==> config.mk <==
export PLATFORM = sky130hd
export DESIGN_NAME = adc_ddr_rx_flat
export DESIGN_NICKNAME = d
export VERILOG_FILES = /design/src/rtl/adc_rx_pkg.sv /design/src/rtl/adc_ddr_rx_if.sv /design/src/rtl/adc_rx_align_fsm.sv /design/src/rtl/adc_ddr_rx.sv /design/src/flat_wrapper.sv
export SDC_FILE = /design/constraint.sdc
export NUM_CORES = 1
export LEC_CHECK = 0
export BUFFER_PORTS_ARGS = -buffer_cell sky130_fd_sc_hd__buf_2
export CORE_ASPECT_RATIO = 0.8
export CORE_MARGIN = 2
export CORE_UTILIZATION = 26
export DETAILED_ROUTE_END_ITERATION = 7
export GPL_TIMING_DRIVEN = 0
export PLACE_DENSITY_LB_ADDON = 0.25
export SLEW_MARGIN = 20
export SYNTH_ARGS = -nofsm -noshare
export SYNTH_HDL_FRONTEND = slang
export SYNTH_SLANG_ARGS = --single-unit
==> constraint.sdc <==
create_clock -name adc_clk_i -period 5.8 [get_ports adc_clk_i]
set_input_delay 0.87 -clock adc_clk_i [delete_from_list [all_inputs] [get_ports adc_clk_i]]
set_output_delay 0.87 -clock adc_clk_i [all_outputs]
set_load 0.01 [all_outputs]
==> src/rtl/adc_rx_pkg.sv <==
// Shared types and constants for the 14-bit ADC DDR receive path.
// The link code is self-inverse: MSB passes through, the remaining bits are inverted.
package adc_rx_pkg;

    localparam int ADC_DW    = 14;
    localparam int ADC_LANES = 7;

    typedef enum logic [1:0] {
        ST_IDLE   = 2'd0,
        ST_SEARCH = 2'd1,
        ST_LOCKED = 2'd2,
        ST_FAIL   = 2'd3
    } rx_state_e;

    typedef struct packed {
        logic pair_x;
        logic swap;
    } align_t;

    function automatic logic [ADC_DW-1:0] adc_encode(input logic [ADC_DW-1:0] d);
        return {d[ADC_DW-1], ~d[ADC_DW-2:0]};
    endfunction

    function automatic logic [ADC_DW-1:0] adc_decode(input logic [ADC_DW-1:0] w);
        return {w[ADC_DW-1], ~w[ADC_DW-2:0]};
    endfunction

endpackage

==> src/rtl/adc_ddr_rx_if.sv <==
// Lane samples, control and result bundle between the IDDR front end and the receiver.
interface adc_ddr_rx_if
    import adc_rx_pkg::*;
#(
    parameter int LANES = ADC_LANES
);
    logic [LANES-1:0] adc_ddr_r_i;
    logic [LANES-1:0] adc_ddr_f_i;
    logic             train_start_i;
    logic             chk_en_i;
    logic [15:0]      adc_dat_o;
    logic             adc_vld_o;
    logic [1:0]       align_o;
    logic [1:0]       state_o;
    logic [15:0]      err_cnt_o;

    modport slave (
        input  adc_ddr_r_i, adc_ddr_f_i, train_start_i, chk_en_i,
        output adc_dat_o, adc_vld_o, align_o, state_o, err_cnt_o
    );

    modport master (
        output adc_ddr_r_i, adc_ddr_f_i, train_start_i, chk_en_i,
        input  adc_dat_o, adc_vld_o, align_o, state_o, err_cnt_o
    );
endinterface

==> src/rtl/adc_rx_align_fsm.sv <==
// Training FSM: walks the four lane-pairing candidates until the raw word matches
// the training pattern LOCK_CNT times in a row, then counts mismatches while locked.
module adc_rx_align_fsm
    import adc_rx_pkg::*;
#(
    parameter int            DW        = ADC_DW,
    parameter logic [DW-1:0] TRAIN_PAT = 14'h2A55,
    parameter int            LOCK_CNT  = 16,
    parameter int            TRY_CYC   = 64
) (
    input  logic          adc_clk_i,
    input  logic          adc_rst_i,
    input  logic [DW-1:0] raw_i,
    input  logic          train_start_i,
    input  logic          chk_en_i,
    output align_t        align_o,
    output rx_state_e     state_o,
    output logic          vld_o,
    output logic [15:0]   err_cnt_o
);

    rx_state_e   state_q;
    logic [1:0]  cand_q;
    logic [7:0]  match_q;
    logic [15:0] try_q;
    logic        flush_q;
    logic [15:0] err_q;
    logic        vld_q;

    logic        hit;
    logic [7:0]  match_inc;

    // The first cycle on a new candidate is skipped so f_prev belongs to it.
    assign hit       = !flush_q && (raw_i == TRAIN_PAT);
    assign match_inc = match_q + 8'd1;

    always_ff @(posedge adc_clk_i or posedge adc_rst_i) begin
        if (adc_rst_i) begin
            state_q <= ST_IDLE;
            cand_q  <= 2'd0;
            match_q <= 8'd0;
            try_q   <= 16'd0;
            flush_q <= 1'b0;
            err_q   <= 16'd0;
            vld_q   <= 1'b0;
        end else if (train_start_i) begin
            state_q <= ST_SEARCH;
            cand_q  <= 2'd0;
            match_q <= 8'd0;
            try_q   <= 16'd0;
            flush_q <= 1'b1;
            err_q   <= 16'd0;
            vld_q   <= 1'b0;
        end else begin
            case (state_q)
                ST_SEARCH: begin
                    if (hit && (match_inc == 8'(LOCK_CNT))) begin
                        state_q <= ST_LOCKED;
                        vld_q   <= 1'b1;
                        match_q <= match_inc;
                    end else if (try_q == 16'(TRY_CYC - 1)) begin
                        match_q <= 8'd0;
                        try_q   <= 16'd0;
                        flush_q <= 1'b1;
                        if (cand_q == 2'd3) begin
                            state_q <= ST_FAIL;
                            cand_q  <= 2'd0;
                        end else begin
                            cand_q  <= cand_q + 2'd1;
                        end
                    end else begin
                        try_q   <= try_q + 16'd1;
                        match_q <= hit ? match_inc : 8'd0;
                        flush_q <= 1'b0;
                    end
                end
                ST_LOCKED: begin
                    if (chk_en_i && (raw_i != TRAIN_PAT) && (err_q != 16'hFFFF)) begin
                        err_q <= err_q + 16'd1;
                    end
                end
                default: ;
            endcase
        end
    end

    assign align_o   = align_t'(cand_q);
    assign state_o   = state_q;
    assign vld_o     = vld_q;
    assign err_cnt_o = err_q;

endmodule

==> src/rtl/adc_ddr_rx.sv <==
// ADC DDR receiver: registers IDDR lane samples, reassembles the word for the
// current pairing candidate, decodes it and sign-extends it to 16 bits.
module adc_ddr_rx
    import adc_rx_pkg::*;
#(
    parameter int            DW        = ADC_DW,
    parameter int            LANES     = ADC_LANES,
    parameter logic [DW-1:0] TRAIN_PAT = 14'h2A55,
    parameter int            LOCK_CNT  = 16,
    parameter int            TRY_CYC   = 64
) (
    input  logic         adc_clk_i,
    input  logic         adc_rst_i,
    adc_ddr_rx_if.slave  bus
);

    logic [LANES-1:0] r_q;
    logic [LANES-1:0] f_q;
    logic [LANES-1:0] fp_q;
    logic [DW-1:0]    d_q;

    logic [LANES-1:0] b_sel;
    logic [DW-1:0]    w;
    align_t           align;
    rx_state_e        state;
    logic             vld;
    logic [15:0]      err_cnt;

    always_ff @(posedge adc_clk_i or posedge adc_rst_i) begin
        if (adc_rst_i) begin
            r_q  <= '0;
            f_q  <= '0;
            fp_q <= '0;
            d_q  <= '0;
        end else begin
            r_q  <= bus.adc_ddr_r_i;
            f_q  <= bus.adc_ddr_f_i;
            fp_q <= f_q;
            d_q  <= adc_decode(w);
        end
    end

    // pair_x pairs each rising sample with the falling sample half a cycle earlier.
    assign b_sel = align.pair_x ? fp_q : f_q;

    for (genvar gi = 0; gi < LANES; gi++) begin : g_lane
        assign w[2*gi+1] = align.swap ? b_sel[gi] : r_q[gi];
        assign w[2*gi]   = align.swap ? r_q[gi]   : b_sel[gi];
    end

    adc_rx_align_fsm #(
        .DW        (DW),
        .TRAIN_PAT (TRAIN_PAT),
        .LOCK_CNT  (LOCK_CNT),
        .TRY_CYC   (TRY_CYC)
    ) u_fsm (
        .adc_clk_i     (adc_clk_i),
        .adc_rst_i     (adc_rst_i),
        .raw_i         (w),
        .train_start_i (bus.train_start_i),
        .chk_en_i      (bus.chk_en_i),
        .align_o       (align),
        .state_o       (state),
        .vld_o         (vld),
        .err_cnt_o     (err_cnt)
    );

    assign bus.adc_dat_o = {{(16-DW){d_q[DW-1]}}, d_q};
    assign bus.adc_vld_o = vld;
    assign bus.align_o   = align;
    assign bus.state_o   = state;
    assign bus.err_cnt_o = err_cnt;

endmodule
==> src/flat_wrapper.sv <==
// flat-port wrapper written by rule: the top's interface ports become plain ports
module adc_ddr_rx_flat import adc_rx_pkg::*;
#(
    parameter int            DW        = ADC_DW,
    parameter int            LANES     = ADC_LANES,
    parameter logic [DW-1:0] TRAIN_PAT = 14'h2A55,
    parameter int            LOCK_CNT  = 16,
    parameter int            TRY_CYC   = 64
)
  (adc_clk_i, adc_rst_i, bus_adc_ddr_r_i, bus_adc_ddr_f_i, bus_train_start_i, bus_chk_en_i, bus_adc_dat_o, bus_adc_vld_o, bus_align_o, bus_state_o, bus_err_cnt_o);
  adc_ddr_rx_if #(.LANES(LANES)) bus_i ();
  input  logic adc_clk_i;
  input  logic adc_rst_i;
  input wire logic [$bits(bus_i.adc_ddr_r_i)-1:0] bus_adc_ddr_r_i;
  input wire logic [$bits(bus_i.adc_ddr_f_i)-1:0] bus_adc_ddr_f_i;
  input wire logic [$bits(bus_i.train_start_i)-1:0] bus_train_start_i;
  input wire logic [$bits(bus_i.chk_en_i)-1:0] bus_chk_en_i;
  output wire logic [$bits(bus_i.adc_dat_o)-1:0] bus_adc_dat_o;
  output wire logic [$bits(bus_i.adc_vld_o)-1:0] bus_adc_vld_o;
  output wire logic [$bits(bus_i.align_o)-1:0] bus_align_o;
  output wire logic [$bits(bus_i.state_o)-1:0] bus_state_o;
  output wire logic [$bits(bus_i.err_cnt_o)-1:0] bus_err_cnt_o;
  assign bus_i.adc_ddr_r_i = bus_adc_ddr_r_i;
  assign bus_i.adc_ddr_f_i = bus_adc_ddr_f_i;
  assign bus_i.train_start_i = bus_train_start_i;
  assign bus_i.chk_en_i = bus_chk_en_i;
  assign bus_adc_dat_o = bus_i.adc_dat_o;
  assign bus_adc_vld_o = bus_i.adc_vld_o;
  assign bus_align_o = bus_i.align_o;
  assign bus_state_o = bus_i.state_o;
  assign bus_err_cnt_o = bus_i.err_cnt_o;
  adc_ddr_rx #(.DW(DW), .LANES(LANES), .TRAIN_PAT(TRAIN_PAT), .LOCK_CNT(LOCK_CNT), .TRY_CYC(TRY_CYC)) u_core (.adc_clk_i(adc_clk_i), .adc_rst_i(adc_rst_i), .bus(bus_i));
endmodule
# --- Word level (Yosys, flattened, before mapping) ---
# Index checks and enable logic that the tools add are counted.
totals:
  ff_bits: 81
  latchBits: 0
  mem_bits_rw: 0
  romBits: 0
  in_bits: 18
  out_inout_bits: 37
  wordCells: 86
  n_memories: 0
op_classes:
  add_sub_neg: 4
  mul: 0
  div: 0
  n_lt_le_gt_ge: 0
  eq_ne: 9
  shift: 0
  muxes: 44
  bitwise_logic: 1
  reduce_logical: 17
op_table:
  columns: ["cell", "n"]
  rows:
  - ["$mux 16", 7]
  - ["$mux 8", 5]
  - ["$add 16x1->16 const B", 2]
  - ["$mux 1", 21]
  - ["$mux 2", 10]
  - ["$eq 16x6->1 const B", 1]
  - ["$ne 16x16->1 const B", 1]
  - ["$eq 14x14->1 const B", 1]
  - ["$ne 14x14->1 const B", 1]
  - ["$not 13->13", 1]
  - ["$reduce_bool 2->1", 5]
  - ["$add 8x1->8 const B", 1]
  - ["$eq 8x5->1 const B", 1]
  - ["$mux 7", 1]
  - ["$reduce_and 2->1", 3]
  - ["$reduce_and 3->1", 2]
  - ["$reduce_bool 3->1", 2]
  - ["$eq 2x2->1 const B", 2]
  - ["$logic_and 1x1->1", 4]
  - ["$add 2x1->2 const B", 1]
  - ["$eq 2x1->1 const B", 1]
  - ["$ne 2x2->1 const B", 1]
  - ["$logic_not 1->1", 1]

# --- Depth between registers and ports, before layout ---
# Gate-level depths: netlist of the first run.
depth:
  depth_word: 9
  ltp_mapped: 11
  mapped_depth_nobuf: 8

# --- Modules after synthesis ---
# From an unflattened synthesis of the first run, not the netlist that was laid out.
unflattened:
  cells_unflattened: 393
  area_unflattened_um2: 4103.9
by_module_without_submodules:
  columns: ["module", "n_inst", "cells_each", "area_each_um2", "seq_area_each_um2"]
  rows:
  - ["adc_rx_align_fsm", 1, 317, 2785.2, 1151.1]
  - ["adc_ddr_rx", 1, 76, 1318.8, 875.8]

# --- Worst setup path after synthesis of the first run ---
# OpenSTA, ideal clock, no wires.
synth_timing:
  path_kind: "register to register"
  from: "register u_core.u_fsm.cand_q[1] (netlist: u_core.u_fsm.align_o[1])"
  to: "register u_core.u_fsm.match_q[3]"
  setup_time_ps: 77
  arrival_time_ps: 2712
  required_ps: 5723
  slack_ps: 3011
  path_stages_with_launch: 10
  n_path_buf: 2
  period_less_slack_ps: 2789
  cell_sequence: "dfrtp_1 buf_6 mux2_4 or4_1 a22o_1 or2_0 buf_6 a2111o_1 or3_1 o21ai_1"
synth_via:
  elab_chain_cells: 9
  word_cells_on_any_way: 23
  classes_between: "eq/ne: 1; mux: 20; reduce/logical: 2"
synth_lines:
  columns: ["item", "line", "rtl"]
  rows:
  - ["from (decl)", "adc_rx_align_fsm.sv:23", "logic [1:0] cand_q;"]
  - ["from (signal assigned)", "adc_rx_align_fsm.sv:69", "cand_q <= cand_q + 2'd1;"]
  - ["$mux 7 (*)", "adc_ddr_rx.sv:44", "assign b_sel = align.pair_x ? fp_q : f_q;"]
  - ["$mux 1 (on tied branches)", "adc_ddr_rx.sv:48, adc_ddr_rx.sv:47", null]
  - ["$eq 14x14->1 (*)", "adc_rx_align_fsm.sv:34", "assign hit = !flush_q && (raw_i == TRAIN_PAT);"]
  - ["$logic_and 1x1->1 (*)", "adc_rx_align_fsm.sv:34", null]
  - ["$mux 8", "adc_rx_align_fsm.sv:73", "match_q <= hit ? match_inc : 8'd0;"]
  - ["$mux 8", "adc_rx_align_fsm.sv:61", "end else if (try_q == 16'(TRY_CYC - 1)) begin"]
  - ["$mux 8 (*)", "adc_rx_align_fsm.sv:57", "if (hit && (match_inc == 8'(LOCK_CNT))) begin"]
  - ["$mux 8 (*)", "adc_rx_align_fsm.sv:55", "case (state_q)"]
  - ["$mux 8 (*)", "adc_rx_align_fsm.sv:46", "end else if (train_start_i) begin"]
  - ["to (signal assigned)", "adc_rx_align_fsm.sv:60", "match_q <= match_inc;"]
  - ["to (signal assigned)", "adc_rx_align_fsm.sv:73", null]
  - ["to (decl)", "adc_rx_align_fsm.sv:24", "logic [7:0] match_q;"]
# Every way passes the cells marked *; elsewhere a longest branch is shown, timed or not. The select of a mux whose other input is x is not followed.
# A chain may end at the register's enable or synchronous reset.

# --- Worst setup path after layout of the first run ---
layout_timing:
  from: "register u_core.u_fsm.cand_q[1] (netlist: u_core.u_fsm.align_o[1])"
  to: "register u_core.u_fsm.try_q[12]"
layout_via:
  elab_chain_cells: 7
  word_cells_on_any_way: 20
  classes_between: "eq/ne: 2; mux: 15; reduce/logical: 3"
layout_lines:
  columns: ["item", "line", "rtl"]
  rows:
  - ["$mux 7 (*)", "adc_ddr_rx.sv:44", null]
  - ["$mux 1 (on tied branches)", "adc_ddr_rx.sv:48, adc_ddr_rx.sv:47", null]
  - ["$eq 14x14->1 (*)", "adc_rx_align_fsm.sv:34", null]
  - ["$logic_and 1x1->1 (*)", "adc_rx_align_fsm.sv:34", null]
  - ["$logic_and 1x1->1 (*)", "adc_rx_align_fsm.sv:57", null]
  - ["$ne 2x2->1 (no line) (*)", null, null]
  - ["$reduce_and 2->1 (no line) (*)", null, null]
  - ["to (signal assigned)", "adc_rx_align_fsm.sv:72", "try_q <= try_q + 16'd1;"]
  - ["to (decl)", "adc_rx_align_fsm.sv:25", "logic [15:0] try_q;"]
# Every way passes the cells marked *; elsewhere a longest branch is shown, timed or not.

==> results of run 1 <==
==> flip-flops by register name, summed over array words and instances, names as in the netlist <==
name / flops
u_core.u_fsm.match_q: 8
u_core.fp_q: 7
u_core.u_fsm.state_o: 2
u_core.d_q: 14
u_core.u_fsm.align_o: 2
u_core.u_fsm.flush_q: 1
u_core.u_fsm.try_q: 16
u_core.r_q: 7
u_core.f_q: 7
u_core.u_fsm.err_cnt_o: 16
u_core.u_fsm.vld_o: 1
==> per-stage QoR <==
stage               area (sq um)  hold WS [ns]
floorplan                   3780         0.350
global placement            4280         0.367
detailed placement          4310         0.367
CTS                         4570         0.380
global route                4570         0.400
finish                      4570         0.376
==> layout make-up <==
type	instances	area [sq um]	area share (%)
Buffer	18	106	2.32
Clock buffer	12	246	5.39
Clock inverter	3	17.5	0.383
Inverter	14	55.1	1.20
Multi-Input combinational cell	259	1590	34.8
Sequential cell	81	2030	44.3
Tap cell	184	230	5.03
Timing Repair Buffer	55	298	6.51
==> worst max-delay path: stages, from the launching register on <==
cell and delay, ns:
dfrtp_1 0.38, buf_6 0.17, mux2_2 0.40, or4_1 0.42
a22o_1 0.26, or2_0 0.22, buf_6 0.15, o31ai_4 0.46
buf_6 0.21, buf_6 0.15, o211ai_1 0.11, o31ai_1 0.11
==> cells in the final DEF (no fill, tap or decap), types with 10 or more instances in the layout <==
cell	instances
clkbuf_1	13
nor2_1	34
o21ai_0	23
a21oi_1	18
nand2_1	31
mux2i_1	10
xnor2_1	14
inv_1	12
nor3_1	16
buf_2	55
dfrtp_1	81
nand3_1	15
==> how the worst max path moves through the flow <==
| stage | from | to | slack, ns | depth (start not counted) |
|---|---|---|---|---|
| floorplan | adc_rst_i | u_core.d_q[0] | 2.85 | 1 |
| global placement | adc_rst_i | u_core.u_fsm.err_cnt_o[7] | 1.77 | 2 |
| detailed placement | u_core.u_fsm.align_o[1] | u_core.u_fsm.try_q[12] | 2.67 | 11 |
| CTS | u_core.u_fsm.align_o[1] | u_core.u_fsm.try_q[12] | 2.63 | 11 |
| global route | u_core.u_fsm.align_o[1] | u_core.u_fsm.err_cnt_o[12] | 2.37 | 9 |
| finish | u_core.u_fsm.align_o[1] | u_core.u_fsm.try_q[12] | 2.65 | 11 |
==> logic make-up after synthesis <==
| group | after synthesis |
|---|---|
| AOI/OAI and AO/OA | 75 |
| xor gates and xnor gates | 18 |
| adders and majority gates | 5 |
| buffers and inverters | 32 |
| DFF | 81 |
| muxes | 13 |
| and+or+nand+nor | 148 |
==> routing by layer <==
| layer | up-vias | GRT usage (%) | share of wire (%) |
|---|---|---|---|
| li1 | 1459 | - | - |
| met1 | 1441 | 17.2 | 50 |
| met2 | 49 | 18.3 | 46 |
| met3 | 7 | 2.92 | 3.4 |
| met4 | 0 | 4.24 | 0.83 |
| met5 | - | 0 | 0 |
==> power breakdown <==
group / total [uW] / internal (uW) / switching (uW)
combinational: 52.2 / 19.2 / 33.0
clock: 512 / 298 / 214
sequential: 588 / 580 / 8.42
==> summary.md, run 1 <==
| Metric | Value |
|---|---|
| Outcome | finished, final reports clean |
| Die W | 139 um |
| Final core utilization | 32.1% |
| Clock Skews | 0.00764 ns |
| Port bufs | 54 |
| Maximum clock frequency | 317 MHz |
| Clk slew on worst S/H paths | 0.06 ns |
| Max Cap Viol | 0 |
| Ys async rst share | 100% |
| IO Pins | 55 |
| GPL Wtd Cong | 0.765 |
| Root buf cell | clkbuf_16 |
| Starting density of the core | 26.5% |
| Clk Latency, worst-skew pair | 0.34 ns |
| Diodes inserted | 0 |
| R2r worst-path depth | 11 |
| Clock Tree Buf Depth | 2 |
| Count leader, synth | dfrtp_1 |
| First-pass DRT Iterations | 4 |
| Worst EP required | 6.03 ns |
| DIE HEIGHT | 112 um |
| Synthesized Nets | 395 |
| Worst VDD drop | 142 uV |
| Final period utilization | 54.3% |
| Residual DRC count | 0 |
| Yosys warning total | 0 |
| Synth Area in Adders | 1.66% |
| Largest cells by area after synthesis | dfrtp_1, nor2_1, xnor2_1 |
| Netlist Area Pre-Place | 0.00378 sq mm |
| RSZ-0062 raised after global routing | false |
| Largest net degree at the start of global routing | 46 |
| Setup violators final | 0 |
| Overall power | 1150 uW |
| # placed instances | 611 |
| Max_slew headroom | 40.5% |
| GR Util All Layers | 12.2% |
| #FFs+latches synth | 81 |
| Post-synthesis simple-gate area fraction | 20.0% |
| Worst hold path endpoint | u_core.fp_q[1] |
| Fraction of layout cells with a size suffix above 1 | 20.6% |
| Worst-path fanout max | 10 |
| Hold Vio Cnt, Final | 0 |
| Worst R2R End | u_core.u_fsm.try_q[12] |
| Via density | 4.72 |
| WL/cell | 14.2 um |
| Cells resized by post-CTS repair | 0 |
| Final worst setup slack | 2.65 ns |
| Row Count | 39 |
| Synth Flop Type | dfrtp_1 |
| Post-Layout Cell Count | 626 |
| DRT antenna net count | 0 |
| Static leakage | 0.00196 uW |
| Post-Syn Instances | 372 |
| CTS HTree Levels | 3 |
| Fillcell total | 1504 |
| Final HPWL DP | 6450 um |
| Seq/Total Area, Yosys | 53.6% |
| Unique masters post-synth | 51 |
| Crit path time final | 3.15 ns |
| Initial antenna violation count | 0 |
| Sinks on Clock Net | 81 |
| Reg2reg start | u_core.u_fsm.align_o[1] |
| Synth-to-layout area growth | 21.0% |
| Core area | 0.0142 sq mm |
| Top cell type's share of synthesized area | 53.6% |
| Worst Path Arrival | 3.38 ns |
| CP Launch Type | register |
| Syn avg cell area | 10.2 sq um |
| GRT Residual Overflow | 0 |
| Area of the die | 0.0155 sq mm |
| Multiplexer share of the synthesized area | 3.74% |
| HP Class | reg2reg |
| Synth area leader | dfrtp_1 |
| Slew Viols, Final | 0 |
| Largest family of logic cells by synthesized area | simple AND/OR/NAND/NOR gates |
| Hold path depth | 0 |
| CTS tree | yes |
| Number of flops mapped to enable cells by yosys | 0 |
| Worst-margin pin slew | 0.890 ns |
| Kind of critical path | reg2reg |
| Pre-CTS WS | 2.67 ns |
| PD cells | 252 mW/mm^2 |
| XOR/XNOR Fraction of Synth Area | 4.17% |
| TritonCTS buffer count | 9 |
| Setup_tns | 0 ns |
| Vias | 2956 |
| Setup Buffers After CTS | 0 |
| CTS Hold Bufs | 0 |
| Compound-Gate Fraction of Synth Area | 12.6% |
| Final net count | 461 |
| First-pass GRT wire length | 15300 um |
| Number of global-route vias before repair | 2964 |
| Hold_sp | u_core.f_q[1] |
| Most frequent cells after synthesis | dfrtp_1, nor2_1, nand2_1, o21ai_0, a21oi_1 |
| Starting DRT DRC Count | 227 |
| R2r setup slk | 2.65 ns |
| Routed WL | 8920 um |
| CP Capture Type | register |
Power figures use the tool's default switching activity.
==> run 2: changes to the inputs <==
Clock period 5.8 ns to 3.09 ns, I/O delays scaled along.
==> summary.md, run 2 (synthesized netlist as in run 1, its figures left out) <==
| Metric | Value |
|---|---|
| Number of global-route vias before repair | 2967 (+0.10%) |
| IO Pins | 55 (unchanged) |
| WL/cell | 14.2 um (-0.36%) |
| Most common cell after layout, fill and taps aside | dfrtp_1 |
| CTS tree | yes |
| Routed WL | 8960 um (+0.44%) |
| Diodes inserted | 0 (unchanged) |
| GRT Max-Usage Layer | met2 |
| Clk slew on worst S/H paths | 0.06 ns (about the same) |
| Clk Latency, worst-skew pair | 0.34 ns (about the same) |
| Crit-path cells | buf_6 > mux2_4 > or4_4 > a22o_4 > or2_1 > buf_6 > a2111o_1 > or3_1 > o21ai_1 |
| Final period utilization | 97.1% (+43 points) |
| GRT Residual Overflow | 0 (unchanged) |
| CTS Hold Bufs | 0 (unchanged) |
| CP top delay family | simple AND/OR/NAND/NOR gates |
| Sinks on Clock Net | 81 (unchanged) |
| Root buf cell | clkbuf_16 |
| Setup violators final | 0 (unchanged) |
| First-pass DRT Iterations | 4 (unchanged) |
| RSZ-0062 raised after global routing | false |
| Residual DRC count | 0 (unchanged) |
| Initial antenna violation count | 0 (unchanged) |
| TritonCTS buffer count | 9 (unchanged) |
| R2r worst-path depth | 9 (-2) |
| Final HPWL DP | 6450 um (unchanged) |
| DRT antenna net count | 0 (unchanged) |
| Reg2reg start | u_core.u_fsm.align_o[1] |
| Crit path time final | 3.00 ns (-0.153 ns) |
| Die W | 139 um (unchanged) |
| Final net count | 466 (+1.1%) |
| Met3 Track Usage GR | 2.92% (unchanged) |
| Worst Path Arrival | 3.26 ns (-0.12 ns) |
| Starting density of the core | 26.5% (unchanged) |
| Slew Viols, Final | 0 (unchanged) |
| Max_slew headroom | 58.0% (+18 points) |
| Worst-margin pin slew | 0.629 ns (-0.261 ns) |
| Row Count | 39 (unchanged) |
| Starting DRT DRC Count | 199 (-12%) |
| Multi-input logic area | 0.00161 sq mm (+1.1%) |
| First-pass GRT wire length | 15300 um (+0.22%) |
| Port bufs | 54 (unchanged) |
| PD cells | 466 mW/mm^2 (+85%) |
| Fraction of layout cells with a size suffix above 1 | 22.4% (+1.8 points) |
| Outcome | finished, final reports clean |
| Worst EP required | 3.35 ns (-2.68 ns) |
| Area of the die | 0.0155 sq mm (unchanged) |
| Commonest cells after routing, fill and taps aside | dfrtp_1, buf_2, nor2_1, nand2_1, o21ai_0 |
| Largest net degree at the start of global routing | 46 (unchanged) |
| Maximum clock frequency | 333 MHz (+5.1%) |
| DIE HEIGHT | 112 um (unchanged) |
| Worst VDD drop | 267 uV (+88%) |
| Most frequent CP cell | buf_6 |
| CTS HTree Levels | 3 (unchanged) |
| Worst-path fanout max | 8 (-2) |
| GPL Wtd Cong | 0.765 (unchanged) |
| Overall power | 2160 uW (+88%) |
| Hold Vio Cnt, Final | 0 (unchanged) |
| Via density | 4.71 (-0.32%) |
| Core area | 0.0142 sq mm (unchanged) |
| Crit path largest cell delay | 0.50 ns (+0.04 ns) |
| Vias | 2970 (+0.47%) |
| Synth-to-layout area growth | 22.9% |
| Clock Skews | 0.00791 ns (+0.000271 ns) |
| GR Layer Usage met2 | 18.4% (+0.033 points) |
| Kind of critical path | reg2reg |
| Slowest CP cell | a2111o_1 |
| CP Capture Type | register |
| HP Class | in2async |
| Sequential cell area | 0.00203 sq mm (unchanged) |
| Final hold slack | 0.158 ns (-0.218 ns) |
| Buf/Inv on CP | 2 (-2) |
| GR Util All Layers | 12.2% (+0.037 points) |
| Clock Tree Buf Depth | 2 (unchanged) |
| Max Cap Viol | 0 (unchanged) |
| CP Launch Type | register |
| R2r setup slk | 0.09 ns (-2.56 ns) |
| Static leakage | 0.00199 uW (+1.9%) |
| GRT met1 Usage | 17.2% (+0.082 points) |
| Fillcell total | 1498 (-0.40%) |
| Worst R2R End | u_core.u_fsm.match_q[5] |
run 2: per-layer routing:
metal,vias to the layer above,share of wire (%),wire (um)
met5,-,0,0
met1,1445,50,4520
met3,7,3.1,279
met4,0,0.84,75
li1,1467,-,-
met2,51,46,4080
run 2: how the worst max path moves through the flow:
stage,startpoint,cells past startpoint,slack [ns],end
2_1_floorplan,u_core.u_fsm.align_o[1],9,0.30,u_core.u_fsm.match_q[3]
3_3_place_gp,adc_rst_i,2,-0.53,u_core.u_fsm.err_cnt_o[7]
3_5_place_dp,u_core.u_fsm.align_o[1],11,-0.04,u_core.u_fsm.try_q[12]
4_1_cts,u_core.u_fsm.align_o[1],9,0.07,u_core.u_fsm.match_q[3]
5_1_grt,u_core.u_fsm.align_o[1],9,0.003,u_core.u_fsm.match_q[3]
6_report,u_core.u_fsm.align_o[1],9,0.09,u_core.u_fsm.match_q[5]
run 2: stage by stage:
stage | util (%) | area (sq um) | cells | setup TNS (ns) | setup WS (ns)
2_1_floorplan | - | 3780 | 372 | 0 | 0.301
3_3_place_gp | 30.0 | 4280 | 610 | -42.66 | -0.532
3_5_place_dp | 30.3 | 4310 | 611 | -0.262 | -0.0418
4_1_cts | 32.2 | 4590 | 627 | 0 | 0.0699
5_1_grt | 32.6 | 4650 | 631 | 0 | 0.00293
6_report | 32.6 | 4650 | 631 | 0 | 0.0909
run 2: final cells by class:
class,count,share of cell area [%]
well taps,184,4.95
plain buffers,18,2.40
flip-flops and latches,81,43.6
multi-input cells,259,34.7
inverters,14,1.18
clock inverters,3,0.377
clock buffers,12,5.30
repair buffers,60,7.49
run 2: timing repair:
action / CTS / global route
buffers inserted: 1 / 4
setup endpoints to repair: 16 / 20
pin swaps: 1 / 5
resized for setup: 2 / 6
run 2: where the power goes:
group | switching, uW | internal (uW)
Clock | 402 | 559
Combinational | 62.2 | 36.3
Sequential | 15.7 | 1090
==> run 3: changes to the inputs <==
--- a/config.mk
+++ b/config.mk
@@ -14,2 +14,3 @@
 export PLACE_DENSITY_LB_ADDON = 0.25
+export RECOVER_POWER = 100
 export SLEW_MARGIN = 20
==> constraint.sdc (replaced) <==
create_clock -name adc_clk_i -period 2.5 [get_ports adc_clk_i]
set_input_delay 0.375 -clock adc_clk_i [delete_from_list [all_inputs] [get_ports adc_clk_i]]
set_output_delay 0.375 -clock adc_clk_i [all_outputs]
set_load 0.05 [all_outputs]
==> summary.md, run 3 (synthesized netlist as in run 1, its figures left out) <==
| Metric | Value |
|---|---|
| Fillcell total | 1488 (-0.67%) |
| Commonest cells after routing, fill and taps aside | dfrtp_1, clkbuf_1, nor2_1, nand2_1, buf_2 |
| Residual DRC count | 0 (unchanged) |
| Worst EP required | 2.76 ns (-0.59 ns) |
| Sequential cell area | 0.00203 sq mm (+0.12%) |
| CTS HTree Levels | 3 (unchanged) |
| Clock Tree Buf Depth | 2 (unchanged) |
| Worst-path fanout max | 6 (-2) |
| Crit path time final | 2.86 ns (-0.136 ns) |
| RSZ-0062 raised after global routing | true |
| Most common cell after layout, fill and taps aside | dfrtp_1 |
| PD cells | 587 mW/mm^2 (+26%) |
| Starting DRT DRC Count | 158 (-21%) |
| Sinks on Clock Net | 81 (unchanged) |
| Starting density of the core | 26.5% (unchanged) |
| Clock Skews | 0.00966 ns (+0.00174 ns) |
| IO Pins | 55 (unchanged) |
| Die W | 139 um (unchanged) |
| Final core utilization | 34.4% (+1.8 points) |
| Worst Path Arrival | 3.13 ns (-0.13 ns) |
| Worst VDD drop | 280 uV (+5.0%) |
| GRT Residual Overflow | 0 (unchanged) |
| CP Capture Type | register |
| HP Class | in2reg |
| Final period utilization | 115% (+17 points) |
| DIE HEIGHT | 112 um (unchanged) |
| Initial antenna violation count | 0 (unchanged) |
| WL/cell | 14.6 um (+3.0%) |
| DRT antenna net count | 0 (unchanged) |
| Row Count | 39 (unchanged) |
| Multi-input logic area | 0.00178 sq mm (+10%) |
| Area of the die | 0.0155 sq mm (unchanged) |
| First-pass GRT wire length | 15500 um (+1.2%) |
| TritonCTS buffer count | 9 (unchanged) |
| Core area | 0.0142 sq mm (unchanged) |
| Max_slew headroom | -13.1% (-71 points) |
| Failing checks | capacitance limit, slew limit, setup timing |
| Number of global-route vias before repair | 2968 (+0.034%) |
| Final net count | 476 (+2.1%) |
| Max Cap Viol | 1 (+1) |
| Static leakage | 0.00198 uW (-0.71%) |
| Pre-CTS WS | -0.626 ns (-0.584 ns) |
| Setup_tns | -9.48 ns (-9.48 ns) |
| Maximum clock frequency | 349 MHz (+4.8%) |
| Worst-margin pin slew | 1.69 ns (+1.06 ns) |
| Clk slew on worst S/H paths | 0.06 ns (about the same) |
| Vias | 3063 (+3.1%) |
| Final worst setup slack | -0.363 ns (-0.454 ns) |
| First-pass DRT Iterations | 4 (unchanged) |
| CTS tree | yes |
| Port bufs | 54 (unchanged) |
| Hold Vio Cnt, Final | 0 (unchanged) |
| GR Util All Layers | 12.4% (+0.17 points) |
| Largest net degree at the start of global routing | 45 (-2.2%) |
| Clk Latency, worst-skew pair | 0.34 ns (about the same) |
| GPL Wtd Cong | 0.796 (+4.1%) |
| Final HPWL DP | 6400 um (-0.77%) |
| Synth-to-layout area growth | 29.6% |
| Root buf cell | clkbuf_16 |
| R2r setup slk | -0.36 ns (-0.45 ns) |
| Fraction of layout cells with a size suffix above 1 | 23.4% (+0.99 points) |
| Outcome | finished, violations left |
| Diodes inserted | 0 (unchanged) |
| Setup violators final | 39 (+39) |
| Routed WL | 9380 um (+4.8%) |
| Via density | 4.77 (+1.4%) |
| Kind of critical path | reg2reg |
| CP Launch Type | register |
| Slew Viols, Final | 39 (+39) |
## run 3: worst max-delay path, stage by stage, from the launching register on
cell,delay [ns]
dfrtp_2,0.46
mux2_4,0.32
or4_4,0.47
a22o_1,0.26
or2_1,0.22
buf_6,0.14
a2111o_1,0.49
or3_1,0.34
o21ai_1,0.08
## run 3: power breakdown
group	internal, uW	switching, uW
combinational	40.9	121
clock	802	542
sequential	1340	24.5
total	2190	688
## run 3: cell type report
class                   instances  area share (%)
clock buffers                  10            4.88
clock inverters                 6            1.35
plain buffers                  16            1.97
inverters                      14            1.10
well taps                     184            4.70
repair buffers                 72            8.32
multi-input cells             259            36.3
flip-flops and latches         81            41.4
## run 3: per-stage QoR
step           hold slack, ns  area (sq um)  power (uW)  instances
6_report                0.142          4900        2880        642
5_1_grt                 0.128          4900        2980        642
4_1_cts                 0.103          4810        2930        640
3_5_place_dp            0.373          4330        1560        611
3_3_place_gp            0.368          4300        1550        610
2_1_floorplan           0.350          3800        1500        372
## run 3: repair_timing
action,4_1_cts,5_1_grt
pin swaps,7,18
endpoints found under the setup margin,44,46
setup buffers,14,2
cloned,0,1
gates resized for setup,18,36
hold buffers,0,0
## run 3: worst paths after layout
path,end,startpoint,cells past startpoint
min reg2reg,u_core.fp_q[5],u_core.f_q[5],0
min in group asynchronous,u_core.r_q[6],adc_rst_i,2
max reg2reg,u_core.u_fsm.match_q[3],u_core.u_fsm.align_o[1],8
max,u_core.u_fsm.match_q[3],u_core.u_fsm.align_o[1],8
min,u_core.f_q[2],bus_adc_ddr_f_i[2],1
max in group asynchronous,u_core.u_fsm.match_q[0],adc_rst_i,3
## run 3: routing by layer
layer  global-route usage, %  up-vias  wire length [um]
met5                       0        -                 0
met2                    18.8       58              4280
met1                    17.7     1509              4620
li1                        -     1489                 -
met4                    2.63        0                74
met3                    3.40        7               413
